<file path="src/rtl/clock_meter_pkg.sv">
// rtl/clock_meter_pkg.sv - shared FSM encodings and default sizes for the clock period meter
package clock_meter_pkg;

    localparam int CNT_W_DEFAULT       = 16;
    localparam int SYNC_STAGES_DEFAULT = 2;

    typedef enum logic [1:0] {
        IDLE    = 2'd0,
        ARMED   = 2'd1,
        MEASURE = 2'd2
    } meter_state_t;

    // Width-safe constant one for a counter of width w (w <= 32).
    function automatic logic [31:0] count_one();
        return 32'd1;
    endfunction

endpackage

</file>
<file path="src/rtl/sync_edge_detect.sv">
// rtl/sync_edge_detect.sv - multi-flop synchronizer with history flop and rise/fall strobes
module sync_edge_detect
    import clock_meter_pkg::*;
#(
    parameter int STAGES = SYNC_STAGES_DEFAULT
) (
    input  logic Clk,
    input  logic Rst,
    input  logic sig_in,
    output logic sync,
    output logic rise,
    output logic fall
);

    logic [STAGES-1:0] sync_q;
    logic              hist;

    // Shift the asynchronous input through the synchronizer chain, then remember the last synchronized value.
    always_ff @(posedge Clk) begin
        if (Rst) begin
            sync_q <= '0;
            hist   <= 1'b0;
        end else begin
            sync_q <= {sync_q[STAGES-2:0], sig_in};
            hist   <= sync_q[STAGES-1];
        end
    end

    assign sync = sync_q[STAGES-1];
    assign rise = sync & ~hist;
    assign fall = ~sync & hist;

endmodule

</file>
<file path="src/rtl/clock_period_meter.sv">
// rtl/clock_period_meter.sv - measures period (and high time when CLOCK_METER_DUTY_EN is defined) of a slow input in Clk cycles
module clock_period_meter
    import clock_meter_pkg::*;
#(
    parameter int CNT_W       = CNT_W_DEFAULT,
    parameter int SYNC_STAGES = SYNC_STAGES_DEFAULT
) (
    input  logic             Clk,
    input  logic             Rst,
    input  logic             enable,
    input  logic             sig_in,
    output logic [CNT_W-1:0] period,
    output logic [CNT_W-1:0] high_time,
    output logic             valid,
    output logic             timeout
);

    localparam logic [CNT_W-1:0] ONE = CNT_W'(count_one());

    meter_state_t     state;
    meter_state_t     state_nxt;
    logic             sync;
    logic             rise;
    logic             fall;
    logic [CNT_W-1:0] cnt;
    logic             cnt_max;
    logic             start_meas;
    logic             report;
    logic             expire;
    logic             hold_zero;
    logic             meas_active;

    sync_edge_detect #(
        .STAGES (SYNC_STAGES)
    ) u_sync (
        .Clk    (Clk),
        .Rst    (Rst),
        .sig_in (sig_in),
        .sync   (sync),
        .rise   (rise),
        .fall   (fall)
    );

    assign cnt_max     = &cnt;
    assign hold_zero   = !enable || (state == IDLE);
    assign meas_active = enable && (state == MEASURE);

    // State register.
    always_ff @(posedge Clk) begin
        if (Rst) begin
            state <= IDLE;
        end else begin
            state <= state_nxt;
        end
    end

    // Next-state and per-cycle control strobes; a rise always beats an expiring counter.
    always_comb begin
        state_nxt  = state;
        start_meas = 1'b0;
        report     = 1'b0;
        expire     = 1'b0;
        if (!enable) begin
            state_nxt = IDLE;
        end else begin
            case (state)
                IDLE: begin
                    state_nxt = ARMED;
                end
                ARMED: begin
                    if (rise) begin
                        state_nxt  = MEASURE;
                        start_meas = 1'b1;
                    end
                end
                MEASURE: begin
                    if (rise) begin
                        report = 1'b1;
                    end else if (cnt_max) begin
                        expire    = 1'b1;
                        state_nxt = ARMED;
                    end
                end
                default: begin
                    state_nxt = IDLE;
                end
            endcase
        end
    end

    // Period counter and the registered period/valid/timeout outputs.
    always_ff @(posedge Clk) begin
        if (Rst) begin
            cnt     <= '0;
            period  <= '0;
            valid   <= 1'b0;
            timeout <= 1'b0;
        end else begin
            valid <= 1'b0;
            if (hold_zero) begin
                cnt <= '0;
            end else if (start_meas) begin
                cnt <= ONE;
            end else if (report) begin
                period  <= cnt;
                valid   <= 1'b1;
                timeout <= 1'b0;
                cnt     <= ONE;
            end else if (expire) begin
                timeout <= 1'b1;
                cnt     <= '0;
            end else if (meas_active) begin
                cnt <= cnt + ONE;
            end
        end
    end

`ifdef CLOCK_METER_DUTY_EN
    logic [CNT_W-1:0] hcnt;
    logic [CNT_W-1:0] hlatch;

    // High-phase counter; its value is captured on each fall and published on the following rise.
    always_ff @(posedge Clk) begin
        if (Rst) begin
            hcnt      <= '0;
            hlatch    <= '0;
            high_time <= '0;
        end else begin
            if (hold_zero) begin
                hcnt <= '0;
            end else if (start_meas || report) begin
                hcnt <= ONE;
            end else if (expire) begin
                hcnt <= '0;
            end else if (meas_active && sync) begin
                hcnt <= hcnt + ONE;
            end
            if (meas_active && fall) begin
                hlatch <= hcnt;
            end
            if (report) begin
                high_time <= hlatch;
            end
        end
    end
`else
    logic duty_unused;

    assign duty_unused = sync ^ fall;
    assign high_time   = '0;
`endif

endmodule

</file>
<file path="config.mk">
export PLATFORM = sky130hd
export DESIGN_NAME = clock_period_meter
export DESIGN_NICKNAME = d
export VERILOG_FILES = /design/src/rtl/clock_meter_pkg.sv /design/src/rtl/sync_edge_detect.sv /design/src/rtl/clock_period_meter.sv
export SDC_FILE = /design/constraint.sdc
export NUM_CORES = 1
export LEC_CHECK = 0
export ABC_CLOCK_PERIOD_IN_PS = 5000
export CORE_AREA = 2 2 64 66
export CTS_BUF_LIST = sky130_fd_sc_hd__clkbuf_16
export CTS_CLUSTER_DIAMETER = 30
export DETAILED_ROUTE_END_ITERATION = 8
export DIE_AREA = 0 0 66 68
export PLACE_DENSITY = 0.76
export SLEW_MARGIN = 15
export SYNTH_ARGS = -nofsm -noshare
export SYNTH_HDL_FRONTEND = slang
export SYNTH_SLANG_ARGS = --single-unit
</file>
<file path="constraint.sdc">
create_clock -name Clk -period 5 [get_ports Clk]
set_clock_uncertainty 0.1 [all_clocks]
set_input_delay 1 -clock Clk [delete_from_list [all_inputs] [get_ports Clk]]
set_output_delay 1 -clock Clk [all_outputs]
set_load 0.02 [all_outputs]
</file>
==> impl_results.md, run 1 <==
* Clock buffer depth at 2
* Avg Cell Area, Syn at 8.49 µm²
* CP arrival at 3.08 ns
* Diodes inserted at 0
* Fin crit share at 0.599
* Int Pwr at 495 µW
* Clock Power Share at 0.458
* Total power at 622 µW
* Endpoints failing setup at 0
* Final ANT Viol Nets at 0
* TritonCTS Buffers at 5
* PostCTS Resize Cnt at 0
* Nets at 233
* Seq/Total Area, Yosys at 0.432
* Maximum clock rate at 0.334 GHz
* Critical path start-end classification: in -> reg
* Rel. slew slack at 0.482
* Routed wire length at 3320 µm
* Syn. warnings at 0
* GR Util All Layers at 0.169
* Die area at 0.00449 mm²
* TritonCTS clock tree: yes
* Combinational share of power at 0.037
* Status: complete, no violations
* First-pass GRT wire length at 5610 µm
* CP Capture Type: flip-flop
* Crit Path Max Fanout at 21
* Input/output buffers at 21
* Setup Buffers After CTS at 0
* Syn Inst Count at 213
* GP Congestion at 0.881
* Iteration-0 DRC Markers at 57
* Initial antenna violation count at 0
* Die W at 66 µm
* Sink Count at 39
* Initial Util at 0.469
* Pins Over Slew Limit at 0
* CP Launch Type: primary input
* Critical Path RT at 5.09 ns
* Routed WL per cell at 12.0 µm
* Clk_lat worst skew at 0.28 ns
* Pin count of the biggest net entering global routing at 22
* Drt drc at 0
* Core box area at 0.00386 mm²
* Cts hold-fix bufs at 0
* Pre-Repair DR Iteration Count at 4
* Seq cells post-synth at 39
* Die Ht at 68 µm
* Sw Pwr at 128 µW
* Mapped cell area at 0.00181 mm²
* Via/cell ratio at 5.21
* Commonest non-fill, non-tap cell in the layout: nand2_1
* Placed wire-length estimate at 2300 µm
* P per Cell Area at 297 mW/mm²
* Io pins at 38
* Switching share of power at 0.205
* Final Hold Vio Count at 0
* Total gr overflow at 0
* Commonest cells after routing, fill and taps aside: nand2_1 (41), dfxtp_1 (39), clkdlybuf4s50_1 (21), a21oi_1 (17), conb_1 (16)
* Synth cell types at 40
* Pleak at 0.666 nW
* RSZ-0062 raised after global routing: false
* Vias in the first global route at 1,252
* Num rows at 23
* Layout area overhead at 15.9%
* Final min period at 2.99 ns
* Measured slew at the worst slew-check pin at 0.775 ns
* Clock slew at reported path FFs at 0.05 ns
* Ratio of cells with drive above 1 in the final layout at 0.0617
* CTS root buf: clkbuf_16
* CTS H-Tree Depth at 2
* Max Cap Viol at 0
* Sequential power share at 0.505
* Setup TNS Final at 0 ns
* Hold WC Path Type: reg -> reg
* Max IR drop VDD at 0.200 mV
* DR vias at 1,444
## layout make-up
cell class / instances / area (µm²)
Inverter: 5 / 18.8
Timing Repair Buffer: 21 / 210
Multi-Input combinational cell: 156 / 896
Clock buffer: 5 / 125
Sequential cell: 39 / 781
Clock inverter: 1 / 3.75
Fill cell: 380 / 1760
Tap cell: 50 / 62.6
## stage by stage
| step | hold WS (ns) | instance area [µm²] | worst slack (ns) | utilization | instances |
|---|---|---|---|---|---|
| floorplan | 0.314 | 1870 | 2.84 | - | 228 |
| finish | 0.338 | 2100 | 2.01 | 0.544 | 277 |
| global placement | 0.317 | 1970 | 1.54 | 0.510 | 271 |
| CTS | 0.345 | 2090 | 1.75 | 0.543 | 277 |
| detailed placement | 0.333 | 1970 | 1.47 | 0.510 | 271 |
| global route | 0.365 | 2100 | 1.71 | 0.544 | 277 |
## final timing paths
kind,from,slack [ns],endpoint,cells after the start
worst max-delay path,Rst,2.01,cnt[14]$_SDFFE_PP0P_,4
worst max register to register,cnt[4]$_SDFFE_PP0P_,2.79,cnt[14]$_SDFFE_PP0P_,4
worst min register to register,u_sync.sync_q[0]$_SDFF_PP0_,0.34,u_sync.sync_q[1]$_SDFF_PP0_,1
worst min-delay path,u_sync.sync_q[0]$_SDFF_PP0_,0.34,u_sync.sync_q[1]$_SDFF_PP0_,1
## layer usage
layer	vias up	global-route usage	part of all wire
met5	-	0	0
met4	0	0.0765	0.021
met3	6	0.0592	0.041
met2	33	0.280	0.48
met1	670	0.197	0.46
li1	735	-	-
## flip-flops by register name, summed over array words and instances, names as in the netlist
register and flops:
state 2, timeout 1, cnt 16, period 16, u_sync.sync_q 2, valid 1
u_sync.hist 1
## cells in the mapped netlist
cell type	instances	area, µm²
or4_4	2	22.5
o22ai_1	1	6.26
nand4_1	6	37.5
or3_4	1	11.3
nor4_1	6	37.5
o32ai_1	2	17.5
nor3_2	1	10.0
xnor2_1	11	96.3
clkbuf_2	1	5.00
or3_1	1	6.26
nand3_1	5	25.0
nor4_4	1	21.3
a31o_2	1	8.76
nor2b_1	5	31.3
buf_2	2	10.0
nor3_1	15	75.1
nand4_4	1	21.3
nand2_1	41	154
nand4b_1	2	17.5
nand3b_1	1	7.51
a31oi_1	2	12.5
o21a_1	1	7.51
ha_1	1	12.5
o21ai_0	2	10.0
a21oi_1	17	85.1
conb_1	1	3.75
inv_1	5	18.8
o211a_1	1	10.0
and3b_1	1	8.76
o211ai_1	1	7.51
xor2_1	1	8.76
dfxtp_1	39	781
a211oi_2	1	12.5
o31ai_1	1	7.51
and3_1	1	6.26
maj3_1	1	10.0
nor2_1	4	15.0
nand2b_1	2	12.5
clkbuf_1	8	30.0
buf_4	17	128
## worst max-delay path, stage by stage
cell and delay [ns]:
clkdlybuf4s50_1 0.80, nor2b_1 0.53, nand2_1 0.44, nor3_1 0.29
## logic make-up (layout without fill, tap and decap cells)
family / Yosys count / in the layout / synth area share
buffers and inverters: 33 / 32 / 0.106
and+or+nand+nor: 96 / 96 / 0.288
xor gates and xnor gates: 12 / 12 / 0.0581
AOI/OAI and AO/OA: 30 / 30 / 0.102
other: 1 / 16 / 0.00207
adders and majority gates: 2 / 2 / 0.0124
DFF: 39 / 39 / 0.432
## power by group through the flow
stage	sequential, mW	clock [mW]	combinational (mW)
after floorplan	0.319	0	0.0291
after global placement	0.320	0	0.0225
after detailed placement	0.321	0	0.0230
after CTS	0.314	0.294	0.0230
after global routing	0.314	0.302	0.0254
final	0.314	0.285	0.0232
No activity file was read; power rests on OpenSTA's default activity.
==> run 2: changes to the inputs <==
ABC_CLOCK_PERIOD_IN_PS = 3100   (was 5000)
clock period = 3.1 ns   (was 5 ns; I/O delays follow)
==> impl_results.md, run 2 (synthesis results as in run 1) <==
* Diodes inserted at 0 (unchanged)
* Clk_lat worst skew at 0.28 ns (about the same)
* PnR worst setup slack at 0.790 ns (-1.22 ns)
* PostCTS Resize Cnt at 0 (unchanged)
* Critical Path RT at 3.19 ns (-1.90 ns)
* Initial antenna violation count at 0 (unchanged)
* Routed WL per cell at 12.1 µm (+1.1%)
* CP Launch Type: primary input
* Final ANT Viol Nets at 0 (unchanged)
* Fin Hold WS at 0.350 ns (+0.0119 ns)
* WHS Path Cells at 2 (+1)
* Met2 usage at 0.293 (+0.0126)
* Sequential power share at 0.500 (-0.005)
* CP Capture Type: flip-flop
* Max Cap Viol at 0 (unchanged)
* Commonest cells after routing, fill and taps aside: nand2_1 (41), dfxtp_1 (39), clkdlybuf4s50_1 (21), a21oi_1 (17), conb_1 (16)
* Clock Power Share at 0.460 (+0.002)
* Cts hold-fix bufs at 0 (unchanged)
* Met3 Use GR at 0.0543 (-0.00493)
* Finished Cell Area at 0.00215 mm² (+2.4%)
* CTS H-Tree Depth at 2 (unchanged)
* Routed wire length at 3450 µm (+4.0%)
* Finished Core Util at 0.557 (+0.0130)
* TritonCTS clock tree: yes
* Core box area at 0.00386 mm² (unchanged)
* First-pass GRT wire length at 5870 µm (+4.6%)
* Top flop regs: cnt: 16 flops, period: 16 flops
* Sw Pwr at 210 µW (+64%)
* Fin crit share at 0.745
* GRT busiest layer: met2
* Crit Path Max Fanout at 11 (-48%)
* Worst R2R Path Depth at 5 (+1)
* Final Hold Vio Count at 0 (unchanged)
* Pins Over Slew Limit at 0 (unchanged)
* Clock slew at reported path FFs at 0.05 ns (about the same)
* CP arrival at 2.40 ns (-0.68 ns)
* Pleak at 0.700 nW (+5.1%)
* Via/cell ratio at 5.11 (-2.0%)
* Commonest non-fill, non-tap cell in the layout: nand2_1
* Rel. slew slack at 0.608 (+0.127)
* Total gr overflow at 0 (unchanged)
* Vias in the first global route at 1,303 (+4.1%)
* Setup Buffers After CTS at 0 (unchanged)
* Pin count of the biggest net entering global routing at 21 (-4.5%)
* RSZ-0062 raised after global routing: false
* Input/output buffers at 21 (unchanged)
* GP Congestion at 0.844 (-4.2%)
* Hold WC Path Type: reg -> reg
* Status: complete, no violations
* Post-DP Area at 0.00201 mm² (+2.3%)
* CTS root buf: clkbuf_16
* Int Pwr at 803 µW (+62%)
* Critical path start-end classification: in -> reg
* GR Layer Usage met1 at 0.208 (+0.0110)
* Die area at 0.00449 mm² (unchanged)
* Combinational share of power at 0.039 (+0.002)
* Setup TNS Final at 0 ns (unchanged)
* Maximum clock rate at 0.433 GHz
* Setup WS pre-CTS at 0.543 ns (-0.924 ns)
* Io pins at 38 (unchanged)
* Clock buffer depth at 2 (unchanged)
* Die W at 66 µm (unchanged)
* Endpoints failing setup at 0 (unchanged)
* Layout area overhead at 18.7%
* Max IR drop VDD at 0.284 mV (+42%)
* Drt drc at 0 (unchanged)
* Pre-Repair DR Iteration Count at 4 (unchanged)
* Filler cells at 373 (-1.8%)
* GR Util All Layers at 0.176 (+0.00695)
* Placed wire-length estimate at 2370 µm (+3.2%)
* Initial Util at 0.469 (unchanged)
* Ratio of cells with drive above 1 in the final layout at 0.0809 (+0.0192)
* Measured slew at the worst slew-check pin at 0.586 ns (-0.189 ns)
* Die Ht at 68 µm (unchanged)
* Sink Count at 39 (unchanged)
* Num rows at 23 (unchanged)
* P per Cell Area at 472 mW/mm² (+59%)
* Nets at 239 (+2.6%)
* DR vias at 1,456 (+0.83%)
* Final min period at 2.31 ns
* TritonCTS Buffers at 5 (unchanged)
* Switching share of power at 0.207 (+0.00191)
* Iteration-0 DRC Markers at 53 (-7.0%)
run 2: changes by cell type in the layout (fill, tap and decap cells not counted):
cell,previous run,this run
nor2_1,3,4
clkinv_1,0,2
nor2_2,1,0
buf_4,0,6
run 2: power groups by stage:
stage / Combinational [mW] / Sequential (mW) / Clock, mW
4_1_cts: 0.0396 / 0.507 / 0.479
5_1_grt: 0.0435 / 0.507 / 0.500
6_report: 0.0398 / 0.507 / 0.466
3_5_place_dp: 0.0394 / 0.517 / 0
2_1_floorplan: 0.0469 / 0.515 / 0
3_3_place_gp: 0.0386 / 0.517 / 0
run 2: path summary, 6_finish.rpt:
path	startpoint	endpoint	slack (ns)
worst min-delay path	period[1]$_SDFFE_PP0P_	period[1]$_SDFFE_PP0P_	0.35
worst max register to register	cnt[4]$_SDFFE_PP0P_	cnt[8]$_SDFFE_PP0P_	0.98
worst max-delay path	enable	cnt[15]$_SDFFE_PP0P_	0.79
worst min register to register	period[1]$_SDFFE_PP0P_	period[1]$_SDFFE_PP0P_	0.35
run 2: through the flow:
step	total power [mW]	std cells
2_1_floorplan	0.562	228
3_5_place_dp	0.557	277
5_1_grt	1.05	285
6_report	1.01	285
3_3_place_gp	0.555	277
4_1_cts	1.03	285
run 2: area by class of cell:
cell class	count	area, µm²	area share
clock inverters	3	11.3	0.00524
inverters	5	18.8	0.00874
well taps	50	62.6	0.0291
flip-flops and latches	39	781	0.364
repair buffers	27	255	0.119
clock buffers	5	125	0.0583
multi-input cells	156	893	0.416
run 2: layer usage:
metal  share of wire  vias up
li1                -      745
met1            0.46      674
met2            0.48       31
met3           0.043        6
met4           0.018        0
met5               0        -
run 2: worst max-delay path, stage by stage:
cell and delay (ns):
clkdlybuf4s50_1 0.58, nand3b_1 0.23, buf_4 0.24, or4_4 0.51, a211oi_2 0.22
